[src/rtl/uart_tx_arbiter_if.sv]
`default_nettype none
// ============================================================================
//  Module   : uart_tx_arbiter_if
//  Purpose  : Bundle of requester handshake, transmitter kick and arbiter
//             status signals shared between the byte sources, the arbiter
//             and the UART transmitter.
//  Revision : 1.0  initial release
// ============================================================================
interface uart_tx_arbiter_if #(
    parameter int NREQ = 4
);
    logic [NREQ-1:0]   req;
    logic [NREQ-1:0]   lock;
    logic [8*NREQ-1:0] data;
    logic [NREQ-1:0]   ack;
    logic              tx_din_rdy;
    logic [7:0]        tx_din_byte;
    logic              tx_uart_ready;
    logic [2:0]        owner;
    logic              owner_vld;
    logic              busy;
    logic              err_timeout;

    // Requesters plus transmitter side: drives requests and transmitter status
    modport master (
        output req,
        output lock,
        output data,
        output tx_uart_ready,
        input  ack,
        input  tx_din_rdy,
        input  tx_din_byte,
        input  owner,
        input  owner_vld,
        input  busy,
        input  err_timeout
    );

    // Arbiter side
    modport slave (
        input  req,
        input  lock,
        input  data,
        input  tx_uart_ready,
        output ack,
        output tx_din_rdy,
        output tx_din_byte,
        output owner,
        output owner_vld,
        output busy,
        output err_timeout
    );
endinterface
`default_nettype wire

[src/rtl/uart_tx_arbiter.sv]
`default_nettype none
// ============================================================================
//  Module   : uart_tx_arbiter
//  Purpose  : Round-robin arbiter/sequencer sharing one UART transmitter
//             between up to eight byte sources, with per-owner locking and a
//             start-of-frame timeout. Exactly one byte is in flight at a time.
//  Revision : 1.0  initial release
// ============================================================================
module uart_tx_arbiter #(
    parameter int NREQ     = 4,
    parameter int START_TO = 15
) (
    input  wire logic          clk,
    input  wire logic          rst,
    uart_tx_arbiter_if.slave   bus
);

    localparam logic [1:0] c_ST_IDLE       = 2'd0;
    localparam logic [1:0] c_ST_KICK       = 2'd1;
    localparam logic [1:0] c_ST_WAIT_START = 2'd2;
    localparam logic [1:0] c_ST_WAIT_DONE  = 2'd3;

    // Owner resets to the last index so requester 0 is searched first
    localparam logic [2:0] c_OWNER_RST = 3'(NREQ - 1);
    localparam logic [7:0] c_START_TO  = 8'(START_TO);

    logic [1:0]      r_state;
    logic [NREQ-1:0] r_ack;
    logic            r_din_rdy;
    logic [7:0]      r_din_byte;
    logic [2:0]      r_owner;
    logic            r_owner_vld;
    logic            r_err;
    logic [7:0]      r_cnt;

    logic [7:0]      w_req8;
    logic [7:0]      w_lock8;
    logic            w_win_vld;
    logic [2:0]      w_win_idx;
    logic [3:0]      w_cand;
    logic [7:0]      w_win_byte;
    logic [NREQ-1:0] w_win_onehot;
    logic [7:0]      w_cnt_inc;

    // Pad request/lock vectors to eight so a 3-bit owner can index them
    assign w_req8  = 8'(bus.req);
    assign w_lock8 = 8'(bus.lock);

    // Saturating increment: the counter must never wrap back to zero
    assign w_cnt_inc = (r_cnt == 8'hFF) ? r_cnt : (r_cnt + 8'd1);

    // Winner selection: locked owner only, otherwise nearest request after owner
    always_comb begin
        w_win_vld = 1'b0;
        w_win_idx = r_owner;
        w_cand    = '0;
        if (r_owner_vld) begin
            w_win_vld = w_req8[r_owner];
            w_win_idx = r_owner;
        end else begin
            // Walk from farthest to nearest so the closest candidate wins last
            for (int k = NREQ; k >= 1; k--) begin
                w_cand = 4'(r_owner) + 4'(k);
                if (w_cand >= 4'(NREQ)) begin
                    w_cand = w_cand - 4'(NREQ);
                end
                if (w_req8[w_cand[2:0]]) begin
                    w_win_vld = 1'b1;
                    w_win_idx = w_cand[2:0];
                end
            end
        end
    end

    // Data mux and one-hot acknowledge for the selected requester
    always_comb begin
        w_win_byte   = '0;
        w_win_onehot = '0;
        for (int i = 0; i < NREQ; i++) begin
            if (w_win_idx == 3'(i)) begin
                w_win_byte      = bus.data[8*i +: 8];
                w_win_onehot[i] = 1'b1;
            end
        end
    end

    // Grant / kick / frame-tracking state machine with registered outputs
    always_ff @(posedge clk) begin
        if (rst) begin
            r_state     <= c_ST_IDLE;
            r_ack       <= '0;
            r_din_rdy   <= 1'b0;
            r_din_byte  <= 8'h00;
            r_owner     <= c_OWNER_RST;
            r_owner_vld <= 1'b0;
            r_err       <= 1'b0;
            r_cnt       <= 8'h00;
        end else begin
            r_ack     <= '0;
            r_din_rdy <= 1'b0;
            r_err     <= 1'b0;

            // Owner dropped its lock: release on this edge, grant may override
            if (r_owner_vld && !w_lock8[r_owner]) begin
                r_owner_vld <= 1'b0;
            end

            case (r_state)
                c_ST_IDLE: begin
                    if (bus.tx_uart_ready && w_win_vld) begin
                        r_din_byte  <= w_win_byte;
                        r_din_rdy   <= 1'b1;
                        r_ack       <= w_win_onehot;
                        r_owner     <= w_win_idx;
                        r_owner_vld <= w_lock8[w_win_idx];
                        r_state     <= c_ST_KICK;
                    end
                end
                c_ST_KICK: begin
                    r_cnt   <= 8'h00;
                    r_state <= c_ST_WAIT_START;
                end
                c_ST_WAIT_START: begin
                    // A falling ready wins over a coincident timeout
                    if (!bus.tx_uart_ready) begin
                        r_state <= c_ST_WAIT_DONE;
                    end else begin
                        r_cnt <= w_cnt_inc;
                        if (w_cnt_inc == c_START_TO) begin
                            r_err       <= 1'b1;
                            r_owner_vld <= 1'b0;
                            r_state     <= c_ST_IDLE;
                        end
                    end
                end
                c_ST_WAIT_DONE: begin
                    if (bus.tx_uart_ready) begin
                        r_state <= c_ST_IDLE;
                    end
                end
                default: begin
                    r_state <= c_ST_IDLE;
                end
            endcase
        end
    end

    assign bus.ack         = r_ack;
    assign bus.tx_din_rdy  = r_din_rdy;
    assign bus.tx_din_byte = r_din_byte;
    assign bus.owner       = r_owner;
    assign bus.owner_vld   = r_owner_vld;
    assign bus.err_timeout = r_err;
    assign bus.busy        = (r_state != c_ST_IDLE);

endmodule
`default_nettype wire

[src/flat_wrapper.sv]
// flat-port wrapper written by rule: the top's interface ports become plain ports
module uart_tx_arbiter_flat 
#(
    parameter int NREQ     = 4,
    parameter int START_TO = 15
)
  (clk, rst, bus_req, bus_lock, bus_data, bus_tx_uart_ready, bus_ack, bus_tx_din_rdy, bus_tx_din_byte, bus_owner, bus_owner_vld, bus_busy, bus_err_timeout);
  uart_tx_arbiter_if #(.NREQ(NREQ)) bus_i ();
  input  wire logic clk;
  input  wire logic rst;
  input wire logic [$bits(bus_i.req)-1:0] bus_req;
  input wire logic [$bits(bus_i.lock)-1:0] bus_lock;
  input wire logic [$bits(bus_i.data)-1:0] bus_data;
  input wire logic [$bits(bus_i.tx_uart_ready)-1:0] bus_tx_uart_ready;
  output wire logic [$bits(bus_i.ack)-1:0] bus_ack;
  output wire logic [$bits(bus_i.tx_din_rdy)-1:0] bus_tx_din_rdy;
  output wire logic [$bits(bus_i.tx_din_byte)-1:0] bus_tx_din_byte;
  output wire logic [$bits(bus_i.owner)-1:0] bus_owner;
  output wire logic [$bits(bus_i.owner_vld)-1:0] bus_owner_vld;
  output wire logic [$bits(bus_i.busy)-1:0] bus_busy;
  output wire logic [$bits(bus_i.err_timeout)-1:0] bus_err_timeout;
  assign bus_i.req = bus_req;
  assign bus_i.lock = bus_lock;
  assign bus_i.data = bus_data;
  assign bus_i.tx_uart_ready = bus_tx_uart_ready;
  assign bus_ack = bus_i.ack;
  assign bus_tx_din_rdy = bus_i.tx_din_rdy;
  assign bus_tx_din_byte = bus_i.tx_din_byte;
  assign bus_owner = bus_i.owner;
  assign bus_owner_vld = bus_i.owner_vld;
  assign bus_busy = bus_i.busy;
  assign bus_err_timeout = bus_i.err_timeout;
  uart_tx_arbiter #(.NREQ(NREQ), .START_TO(START_TO)) u_core (.clk(clk), .rst(rst), .bus(bus_i));
endmodule
[config.mk]
export PLATFORM = sky130hd
export DESIGN_NAME = uart_tx_arbiter_flat
export DESIGN_NICKNAME = d
export VERILOG_FILES = /design/src/rtl/uart_tx_arbiter_if.sv /design/src/rtl/uart_tx_arbiter.sv /design/src/flat_wrapper.sv
export SDC_FILE = /design/constraint.sdc
export NUM_CORES = 1
export LEC_CHECK = 0
export CORE_MARGIN = 1
export CORE_UTILIZATION = 52
export CTS_CLUSTER_SIZE = 16
export DETAILED_ROUTE_END_ITERATION = 7
export PLACE_DENSITY_LB_ADDON = 0.3
export SLEW_MARGIN = 20
export SYNTH_ARGS = -nofsm -noshare
export SYNTH_HDL_FRONTEND = slang
export SYNTH_SLANG_ARGS = --single-unit
[constraint.sdc]
create_clock -name clk -period 4.4 [get_ports clk]
set_input_delay 0.66 -clock clk [delete_from_list [all_inputs] [get_ports clk]]
set_output_delay 0.66 -clock clk [all_outputs]
set_load 0.02 [all_outputs]
==> reports/results.txt <==
worst skew pair latency: 0.28 ns
Post-CTS Resized: 0
Setup Viol. Count Final: 0
Routability Congestion: 0.990
Starting Density: 56.2%
Flop pwr share: 22.9%
Placed Area: 2710 µm²
WS Path Type: reg2reg
TritonCTS Buffers: 3
distinct cell type count after synthesis: 60
Worst-path clk slew: 0.10 ns
Post-Synth Adder-Cell Area: 1.77%
VDD IR max: 0.000450 V
Compound-Gate Fraction of Synth Area: 33.0%
synth warn: 0
RSZ-0062 raised after global routing: false
Ports: 62
max cap viols: 0
Net Switching: 0.716 mW
FF-to-FF End: u_core.bus.tx_din_byte[2]
global-route wire length before repair: 9.58 mm
Hold Vio Cnt, Final: 0
status: completed
clock root cell: clkbuf_8
Synth Area in Simple Gates: 24.7%
CP max FO: 20
Setup Buffers After CTS: 0
largest family of logic cells by synthesized area: compound AO/OA/AOI/OAI gates
FF/Latch Area: 561 µm²
Seq/Total Area, Yosys: 26.4%
NumNets Final: 342
diode count: 0
DRC viols: 0
r2r startpoint: u_core.bus.owner[1]
largest net degree at the start of global routing: 24
initial antenna violation count: 0
Post-Place Cells: 339
hold depth: 2
startpoint type of the worst setup path: flop
critical path arrival: 3.62 ns
crit end category: flop
hold path start: u_core.bus.tx_din_byte[4]
Sw Share: 46.5%
DR WL/cell: 17.9 µm
number of global-route vias before repair: 1969
worst slew pin tran: 0.815 ns
Multi-input gate area: 1430 µm²
die area: 4340 µm²
Vias: 2298
total wire length: 6.14 mm
Clock Sinks: 28
pre-CTS WS: 1.12 ns
syn nets: 292
commonest non-fill, non-tap cell in the layout: clkdlybuf4s50_1
final hold slack: 0.502 ns
Final ANT Viol Nets: 0
mux share of post-synthesis cell area: 7.44%
EDFF count, synth: 0
Power per Cell Area: 558 nW/µm²
clock power share: 10.6%
Worst slew margin: 45.3%
Mapped Area: 2120 µm²
Rows: 22
XOR/XNOR share of the synthesized area: 0.413%
flop2flop setup slack: 0.95 ns
fmax: 0.290 GHz
hold path endpoint: u_core.bus.tx_din_byte[4]
Util after Layout: 73.2%
P_int: 0.825 mW
GR Overflow Total: 0
Final Instance Count excl. Fillers: 343
starting DRC count in detailed routing: 322
drt pass-1 iters: 4
Cells after Synth: 246
clk buf depth: 2
fill count: 306
share of cells above drive strength 1: 7.80%
most frequent cells in the layout: clkdlybuf4s50_1, dfxtp_1, nor2_1
GRT Overall Usage: 28.5%
CTS tree: done
Synth Register Bits: 28
layout overhead on the synthesized area: 30.3%
Worst R2R Path Depth: 8
Slew Limit Fails: 0
drt via density: 6.70
Final WS setup: 0.955 ns
WP data required: 4.58 ns
Power Total: 1.54 mW
Die X: 65.8 µm
min Tclk post-route: 3.45 ns
Core Region: 3770 µm²
setup_tns: 0 ns
Synth Area per Inst: 8.62 µm²
Die Y-Extent: 65.8 µm
final instance area: 2760 µm²
dpl hpwl: 4.21 mm
hold_buf cts: 0
fin crit share: 78.3%
IO Port Bufs: 61
hold crit path type: reg2reg
Worst Skew: 0.00343 ns
ys flop type: dfxtp_1
asr flop ratio synth: 0%
H-tree Lvls: 1
Pleak: 0.992 nW
Logic pwr share: 66.6%
[layout make-up]
class	count	share of cell area, %
timing repair buffer	64	22.9
multi-input combinational	192	51.7
clock buffer	4	1.99
sequential	28	20.3
inverter	7	0.952
tap	48	2.17
[per-layer routing]
layer | global-route usage (%) | up-vias | part of all wire, %
li1 | - | 1090 | -
met1 | 39.4 | 1089 | 45
met2 | 45.9 | 107 | 46
met3 | 3.45 | 12 | 7.1
met4 | 8.15 | 0 | 1.8
met5 | 0 | - | 0
[power by group through the flow]
stage               registers, mW  logic (mW)  clock network (mW)
floorplan                   0.403       0.716                   0
global placement            0.354       0.984                   0
CTS                         0.350        1.01               0.163
global route                0.358        1.10               0.173
finish                      0.352        1.03               0.163
detailed placement          0.355       0.999                   0
[worst max path at each step]
stage | endpoint | from
after floorplan | u_core.bus.tx_din_byte[5] | u_core.bus.owner[0]
after global placement | u_core.bus.tx_din_byte[0] | bus_req[1]
final | u_core.bus.tx_din_byte[2] | u_core.bus.owner[1]
after CTS | u_core.bus.tx_din_byte[2] | u_core.bus.owner[1]
after detailed placement | u_core.bus.tx_din_byte[2] | bus_req[1]
after global routing | u_core.bus.tx_din_byte[2] | u_core.bus.owner[1]
[flip-flops by register name, indices dropped and copies added (netlist names)]
signal and cells:
u_core.bus.err_timeout 1, u_core.bus.owner 3, u_core.bus.tx_din_rdy 1, u_core.bus.ack 4, u_core.r_cnt 8, u_core.bus.owner_vld 1, u_core.bus.tx_din_byte 8, u_core.r_state 2
[synth_stat cells (5+ instances only)]
cell | n | area [µm²]
a211oi_1 | 7 | 52.6
o211ai_1 | 12 | 90.1
a21oi_1 | 14 | 70.1
clkbuf_1 | 5 | 18.8
nor2_1 | 18 | 67.6
o31a_1 | 14 | 123
buf_2 | 10 | 50.1
a311oi_1 | 6 | 52.6
nand4_1 | 6 | 37.5
nand2_1 | 14 | 52.6
dfxtp_1 | 28 | 561
inv_1 | 6 | 22.5
o31ai_1 | 5 | 37.5
nand3_1 | 7 | 35.0
or4_1 | 5 | 37.5
and4_1 | 14 | 123
[cell families (layout without fill, tap and decap cells)]
family | Yosys count | count (layout)
AO/OA/AOI/OAI | 89 | 89
XOR/XNOR | 1 | 1
adder cells (fa/ha/maj) | 3 | 3
buffers and inverters | 26 | 75
flip-flops | 28 | 28
multiplexers | 10 | 10
AND/OR/NAND/NOR | 89 | 89
[worst max-delay path, stage by stage (launching register included)]
cell      delay (ns)
dfxtp_1         0.64
inv_1           0.12
ha_1            0.42
mux4_1          0.62
o21ai_2         0.10
a31o_2          0.25
a22o_1          0.63
o211ai_1        0.22
a311oi_1        0.33
Power figures use the tool's default switching activity.
